--- config.mk ---
export PLATFORM = sky130hd
export DESIGN_NAME = pc_update_unit_flat
export DESIGN_NICKNAME = d
export VERILOG_FILES = /design/src/rtl/pc_update_if.sv /design/src/rtl/pc_update_unit.sv /design/src/flat_wrapper.sv
export SDC_FILE = /design/constraint.sdc
export NUM_CORES = 1
export LEC_CHECK = 0
export ABC_AREA = 1
export BUFFER_PORTS_ARGS = -buffer_cell sky130_fd_sc_hd__buf_2
export CELL_PAD_IN_SITES_DETAIL_PLACEMENT = 1
export CELL_PAD_IN_SITES_GLOBAL_PLACEMENT = 2
export CORE_MARGIN = 10
export CORE_UTILIZATION = 29
export CTS_CLUSTER_SIZE = 30
export DETAILED_ROUTE_END_ITERATION = 8
export PLACE_DENSITY = 0.9
export SLEW_MARGIN = 40
export SYNTH_ARGS = -nofsm -noshare
export SYNTH_HDL_FRONTEND = slang
export SYNTH_SLANG_ARGS = --single-unit
export TNS_END_PERCENT = 20
--- constraint.sdc ---
create_clock -name clk -period 2.9 [get_ports clk]
set_clock_uncertainty 0.15 [all_clocks]
set_input_delay 0.145 -clock clk [delete_from_list [all_inputs] [get_ports clk]]
set_output_delay 0.145 -clock clk [all_outputs]
set_load 0.05 [all_outputs]
--- src/rtl/pc_update_if.sv ---
// Signal bundle between the multicycle datapath/control and the PC update unit.
interface pc_update_if #(
  parameter int WIDTH     = 32,
  parameter int CNT_WIDTH = 16
);
  logic                 pc_write;
  logic                 pc_write_cond;
  logic [2:0]           cond_sel;
  logic                 zero;
  logic                 gt;
  logic [WIDTH-1:0]     next_pc;
  logic                 exc_req;
  logic                 eret;
  logic [WIDTH-1:0]     pc_out;
  logic [WIDTH-1:0]     epc_out;
  logic                 pc_wr_en;
  logic                 branch_taken;
  logic                 misalign;
  logic [CNT_WIDTH-1:0] taken_count;

  // Datapath/control side: drives requests, observes PC state.
  modport master (
    output pc_write, pc_write_cond, cond_sel, zero, gt, next_pc, exc_req, eret,
    input  pc_out, epc_out, pc_wr_en, branch_taken, misalign, taken_count
  );

  // PC update unit side.
  modport slave (
    input  pc_write, pc_write_cond, cond_sel, zero, gt, next_pc, exc_req, eret,
    output pc_out, epc_out, pc_wr_en, branch_taken, misalign, taken_count
  );
endinterface

--- src/rtl/pc_update_unit.sv ---
// Program-counter register with conditional-branch decode, EPC capture/return,
// misaligned-target trap and a saturating taken-branch debug counter.
module pc_update_unit #(
  parameter int              WIDTH        = 32,
  parameter logic [WIDTH-1:0] RESET_VECTOR = '0,
  parameter logic [WIDTH-1:0] EXC_VECTOR   = WIDTH'(32'h0000_00FC),
  parameter int              CNT_WIDTH    = 16
) (
  input  logic        clk,
  input  logic        reset,
  pc_update_if.slave  bus
);

  typedef enum logic [2:0] {
    C_NEVER  = 3'b000,
    C_EQ     = 3'b001,
    C_NE     = 3'b010,
    C_GT     = 3'b011,
    C_LE     = 3'b100,
    C_LT     = 3'b101,
    C_GE     = 3'b110,
    C_ALWAYS = 3'b111
  } cond_e;

  logic [WIDTH-1:0]     pc_q;
  logic [WIDTH-1:0]     epc_q;
  logic                 branch_taken_q;
  logic                 misalign_q;
  logic [CNT_WIDTH-1:0] taken_count_q;

  logic cond_met;
  logic cond_taken;
  logic wr_req;
  logic aligned;

  function automatic logic [CNT_WIDTH-1:0] sat_inc(input logic [CNT_WIDTH-1:0] v);
    if (&v) sat_inc = v;
    else    sat_inc = v + 1'b1;
  endfunction

  always_comb begin
    cond_met = 1'b0;
    case (cond_e'(bus.cond_sel))
      C_NEVER:  cond_met = 1'b0;
      C_EQ:     cond_met = bus.zero;
      C_NE:     cond_met = ~bus.zero;
      C_GT:     cond_met = bus.gt;
      C_LE:     cond_met = ~bus.gt;
      C_LT:     cond_met = ~bus.gt & ~bus.zero;
      C_GE:     cond_met = bus.gt | bus.zero;
      C_ALWAYS: cond_met = 1'b1;
      default:  cond_met = 1'b0;
    endcase
  end

  assign cond_taken = bus.pc_write_cond & cond_met;
  assign wr_req     = bus.pc_write | cond_taken;
  assign aligned    = (bus.next_pc[1:0] == 2'b00);

  // Exceptions and returns pre-empt any write; misaligned targets trap instead.
  always_ff @(posedge clk) begin
    if (reset) begin
      pc_q           <= RESET_VECTOR;
      epc_q          <= '0;
      branch_taken_q <= 1'b0;
      misalign_q     <= 1'b0;
      taken_count_q  <= '0;
    end else begin
      branch_taken_q <= 1'b0;
      misalign_q     <= 1'b0;
      if (bus.exc_req) begin
        pc_q  <= EXC_VECTOR;
        epc_q <= pc_q;
      end else if (bus.eret) begin
        pc_q <= epc_q;
      end else if (wr_req && !aligned) begin
        pc_q       <= EXC_VECTOR;
        epc_q      <= bus.next_pc;
        misalign_q <= 1'b1;
      end else if (wr_req) begin
        pc_q <= bus.next_pc;
        if (cond_taken) begin
          branch_taken_q <= 1'b1;
          taken_count_q  <= sat_inc(taken_count_q);
        end
      end
    end
  end

  assign bus.pc_wr_en     = ~bus.exc_req & ~bus.eret & wr_req & aligned;
  assign bus.pc_out       = pc_q;
  assign bus.epc_out      = epc_q;
  assign bus.branch_taken = branch_taken_q;
  assign bus.misalign     = misalign_q;
  assign bus.taken_count  = taken_count_q;

endmodule

--- src/flat_wrapper.sv ---
// flat-port wrapper written by rule: the top's interface ports become plain ports
module pc_update_unit_flat 
#(
  parameter int              WIDTH        = 32,
  parameter logic [WIDTH-1:0] RESET_VECTOR = '0,
  parameter logic [WIDTH-1:0] EXC_VECTOR   = WIDTH'(32'h0000_00FC),
  parameter int              CNT_WIDTH    = 16
)
  (clk, reset, bus_pc_write, bus_pc_write_cond, bus_cond_sel, bus_zero, bus_gt, bus_next_pc, bus_exc_req, bus_eret, bus_pc_out, bus_epc_out, bus_pc_wr_en, bus_branch_taken, bus_misalign, bus_taken_count);
  pc_update_if #(.WIDTH(WIDTH), .CNT_WIDTH(CNT_WIDTH)) bus_i ();
  input  logic clk;
  input  logic reset;
  input wire logic [$bits(bus_i.pc_write)-1:0] bus_pc_write;
  input wire logic [$bits(bus_i.pc_write_cond)-1:0] bus_pc_write_cond;
  input wire logic [$bits(bus_i.cond_sel)-1:0] bus_cond_sel;
  input wire logic [$bits(bus_i.zero)-1:0] bus_zero;
  input wire logic [$bits(bus_i.gt)-1:0] bus_gt;
  input wire logic [$bits(bus_i.next_pc)-1:0] bus_next_pc;
  input wire logic [$bits(bus_i.exc_req)-1:0] bus_exc_req;
  input wire logic [$bits(bus_i.eret)-1:0] bus_eret;
  output wire logic [$bits(bus_i.pc_out)-1:0] bus_pc_out;
  output wire logic [$bits(bus_i.epc_out)-1:0] bus_epc_out;
  output wire logic [$bits(bus_i.pc_wr_en)-1:0] bus_pc_wr_en;
  output wire logic [$bits(bus_i.branch_taken)-1:0] bus_branch_taken;
  output wire logic [$bits(bus_i.misalign)-1:0] bus_misalign;
  output wire logic [$bits(bus_i.taken_count)-1:0] bus_taken_count;
  assign bus_i.pc_write = bus_pc_write;
  assign bus_i.pc_write_cond = bus_pc_write_cond;
  assign bus_i.cond_sel = bus_cond_sel;
  assign bus_i.zero = bus_zero;
  assign bus_i.gt = bus_gt;
  assign bus_i.next_pc = bus_next_pc;
  assign bus_i.exc_req = bus_exc_req;
  assign bus_i.eret = bus_eret;
  assign bus_pc_out = bus_i.pc_out;
  assign bus_epc_out = bus_i.epc_out;
  assign bus_pc_wr_en = bus_i.pc_wr_en;
  assign bus_branch_taken = bus_i.branch_taken;
  assign bus_misalign = bus_i.misalign;
  assign bus_taken_count = bus_i.taken_count;
  pc_update_unit #(.WIDTH(WIDTH), .RESET_VECTOR(RESET_VECTOR), .EXC_VECTOR(EXC_VECTOR), .CNT_WIDTH(CNT_WIDTH)) u_core (.clk(clk), .reset(reset), .bus(bus_i));
endmodule
==> impl_metrics.env <==
export IMPL_clk_path_buf_depth=2
export IMPL_io_buffers=125
export IMPL_io_pin_count=126
export IMPL_clkSlewWorstSetupHoldPaths_ns=0.06
export IMPL_num_vias=5077
export IMPL_grt_max_degree=65
export IMPL_synth_most_common_cell="nand2_1"
export IMPL_ctsResizeCount=0
export IMPL_crit_cells=9
export IMPL_slew_headroom_pct=51.2
export IMPL_status="complete, no violations"
export IMPL_synth_top_area_share_pct=36.1
export IMPL_drc=0
export IMPL_wire_per_inst_um=15.5
export IMPL_viasPerCell=4.72
export IMPL_fmax_mhz=474
export IMPL_dp_hpwl_um=11500
export IMPL_synthFlopType="dfxtp_1"
export IMPL_insertion_delay_ns=0.34
export IMPL_r2r_slack_ns=0.79
export IMPL_postRouteAntennaNets=0
export IMPL_pre_cts_ws_ns=0.566
export IMPL_drive_above_1_share_pct=18.9
export IMPL_die_area_mm2=0.0211
export IMPL_setup_tns_ns=0
export IMPL_cap_violations=0
export IMPL_worst_setup_path_start_kind="flop"
export IMPL_clockRootBuffer="clkbuf_16"
export IMPL_syn_cell_area_mm2=0.00455
export IMPL_yosys_warnings=0
export IMPL_fill_cells=2055
export IMPL_numCtsBuffers=9
export IMPL_finalSetupViolations=0
export IMPL_antenna_found_initial=0
export IMPL_peakVddDrop_mv=0.320
export IMPL_min_path_cells=5
export IMPL_rsz0062_at_grt="false"
export IMPL_crit_top_cell="nand2_1"
export IMPL_htreeDepth=3
export IMPL_critical_path_class="flop to flop"
export IMPL_path_max_fanout=17
export IMPL_powerDensity_mw_per_mm2=508
export IMPL_startpoint="u_core.bus.taken_count[0]$_SDFFE_PP0P_"
export IMPL_core_area_mm2=0.0153
export IMPL_ff2ff_path_depth=9
export IMPL_ys_seq_elements=82
export IMPL_slowest_delay_ns=0.42
export IMPL_final_hold_viol_count=0
export IMPL_postSynth_asyncResetShare_pct=0
export IMPL_start_util_pct=29.7
export IMPL_synth_area_leaders="dfxtp_1, nand2_1, nand3_1"
export IMPL_layout_min_cycle_time_ns=2.11
export IMPL_ys_seq_area_share_pct=36.1
export IMPL_drv_slew=0
export IMPL_worstPathArrival_ns=2.22
export IMPL_syn_avg_cell_area_um2=6.21
export IMPL_synth_edf_count=0
export IMPL_cp_top_family="simple AND/OR/NAND/NOR gates"
export IMPL_multi_input_area_mm2=0.00241
export IMPL_antennaDiodeCount=0
export IMPL_areaGrowthSynthToFinish_pct=28.6
export IMPL_fin_ws_ns=0.792
export IMPL_grt_overflow=0
export IMPL_fin_crit_sh_pct=72.7
export IMPL_postPlaceCellArea_mm2=0.00533
export IMPL_hp_class="input port to flop"
export IMPL_grt_pass1_vias=5141
export IMPL_grt_usage_pct=15.7
export IMPL_clock_sinks=82
export IMPL_grt_pass1_wl_um=27500
export IMPL_required_ns=3.02
export IMPL_rows=45
export IMPL_end_kind="flop"
export IMPL_cts_tree="built"
export IMPL_stdcell_area_mm2=0.00585
export IMPL_die_x_um=145
export IMPL_synth_common_cells="nand2_1, nand3_1, dfxtp_1, inv_1, nor2_1"
export IMPL_drtIter0Drc=243
export IMPL_reg2reg_from="u_core.bus.taken_count[0]$_SDFFE_PP0P_"
export IMPL_crit_chain="ha_1 -> nand2_1 -> nor2_1 -> nand4_1 -> nand2_1 -> nor2_4 -> nand2_4 -> nand2_1 -> a21oi_1"
export IMPL_critPathSlowestCell="dfxtp_1"
export IMPL_syn_nets=777
export IMPL_yosysTopAreaCell="dfxtp_1"
export IMPL_gp_congestion=0.753
export IMPL_tightest_slew_ns=0.732
export IMPL_seq_area_mm2=0.00164
export IMPL_hp_start="bus_next_pc[30]"
export IMPL_synth_cell_types=26
export IMPL_synthCells=733
export IMPL_die_y_um=145
export IMPL_cp_num_buf_inv=0
export IMPL_first_pass_iters=4
export IMPL_leakagePower_nw=3.05
export IMPL_final_nets=904
export IMPL_wl_um=16700
-- repair_timing --
action,in CTS,in global routing
endpoints found under the hold margin,38,0
setup buffers,0,0
hold buffers,25,0
-- kinds of logic (layout without fill, tap and decap cells) --
group                    count (synthesis)  in the layout  share of synthesized area, %
AND/OR/NAND/NOR                        457            457                          43.6
XOR/XNOR                                14             14                          2.69
buffers and inverters                  122            253                          11.1
AO/OA/AOI/OAI                           57             57                          6.27
flip-flops                              82             82                          36.1
adder cells (fa/ha/maj)                  1              1                         0.275
-- power breakdown --
| group | switching (mW) | internal [mW] |
|---|---|---|
| combinational | 0.483 | 0.185 |
| clock | 0.458 | 0.622 |
| sequential | 0.0436 | 1.18 |
-- cell type report --
type                            count  area share, %
Clock inverter                      2          0.214
Timing Repair Buffer              162           16.7
Tap cell                          211           4.51
Inverter                           76           4.87
Clock buffer                       13           4.45
Multi-Input combinational cell    529           41.2
Sequential cell                    82           28.0
-- cells in the final DEF (no fill, tap or decap), types with 9 or more instances in the layout --
master         instances
inv_1                 71
dlygate4sd3_1         25
clkbuf_16              9
buf_2                125
nand2_1              244
nor2_1                67
nand3_1              101
dfxtp_1               82
nand4_1               26
a21oi_1               55
buf_4                 11
-- registers in the layout, indices dropped and copies added, names as in the netlist --
signal,flops
u_core.bus.epc_out,32
u_core.bus.branch_taken,1
u_core.bus.taken_count,16
u_core.bus.misalign,1
u_core.bus.pc_out,32
-- through the flow --
step           cells  power [mW]  hold slack, ns  util, %
2_1_floorplan    733        1.71           0.214        -
3_3_place_gp    1035        1.89           0.321     34.8
3_5_place_dp    1035        1.90           0.322     34.8
4_1_cts         1075        3.03         0.00424     38.2
5_1_grt         1075        3.15          0.0227     38.2
6_report        1075        2.97         0.00805     38.2
-- tightest hold or removal path, stage by stage --
cell and delay, ns:
buf_2 0.10, nand2_1 0.05, nand2_1 0.05, a21oi_1 0.03, nor2_1 0.08
-- metal layers --
metal / global-route usage, % / part of all wire, %
met1: 18.4 / 44
met2: 27.6 / 50
met3: 4.69 / 5.6
met4: 2.98 / 0.65
met5: 0 / 0
-- worst paths after layout --
check | endpoint
worst max-delay path | u_core.bus.taken_count[6]$_SDFFE_PP0P_
worst min-delay path | u_core.bus.epc_out[30]$_SDFFE_PP0P_
worst max register to register | u_core.bus.taken_count[6]$_SDFFE_PP0P_
worst min register to register | u_core.bus.pc_out[1]$_SDFFE_PP0P_
Power figures use the tool's default switching activity.
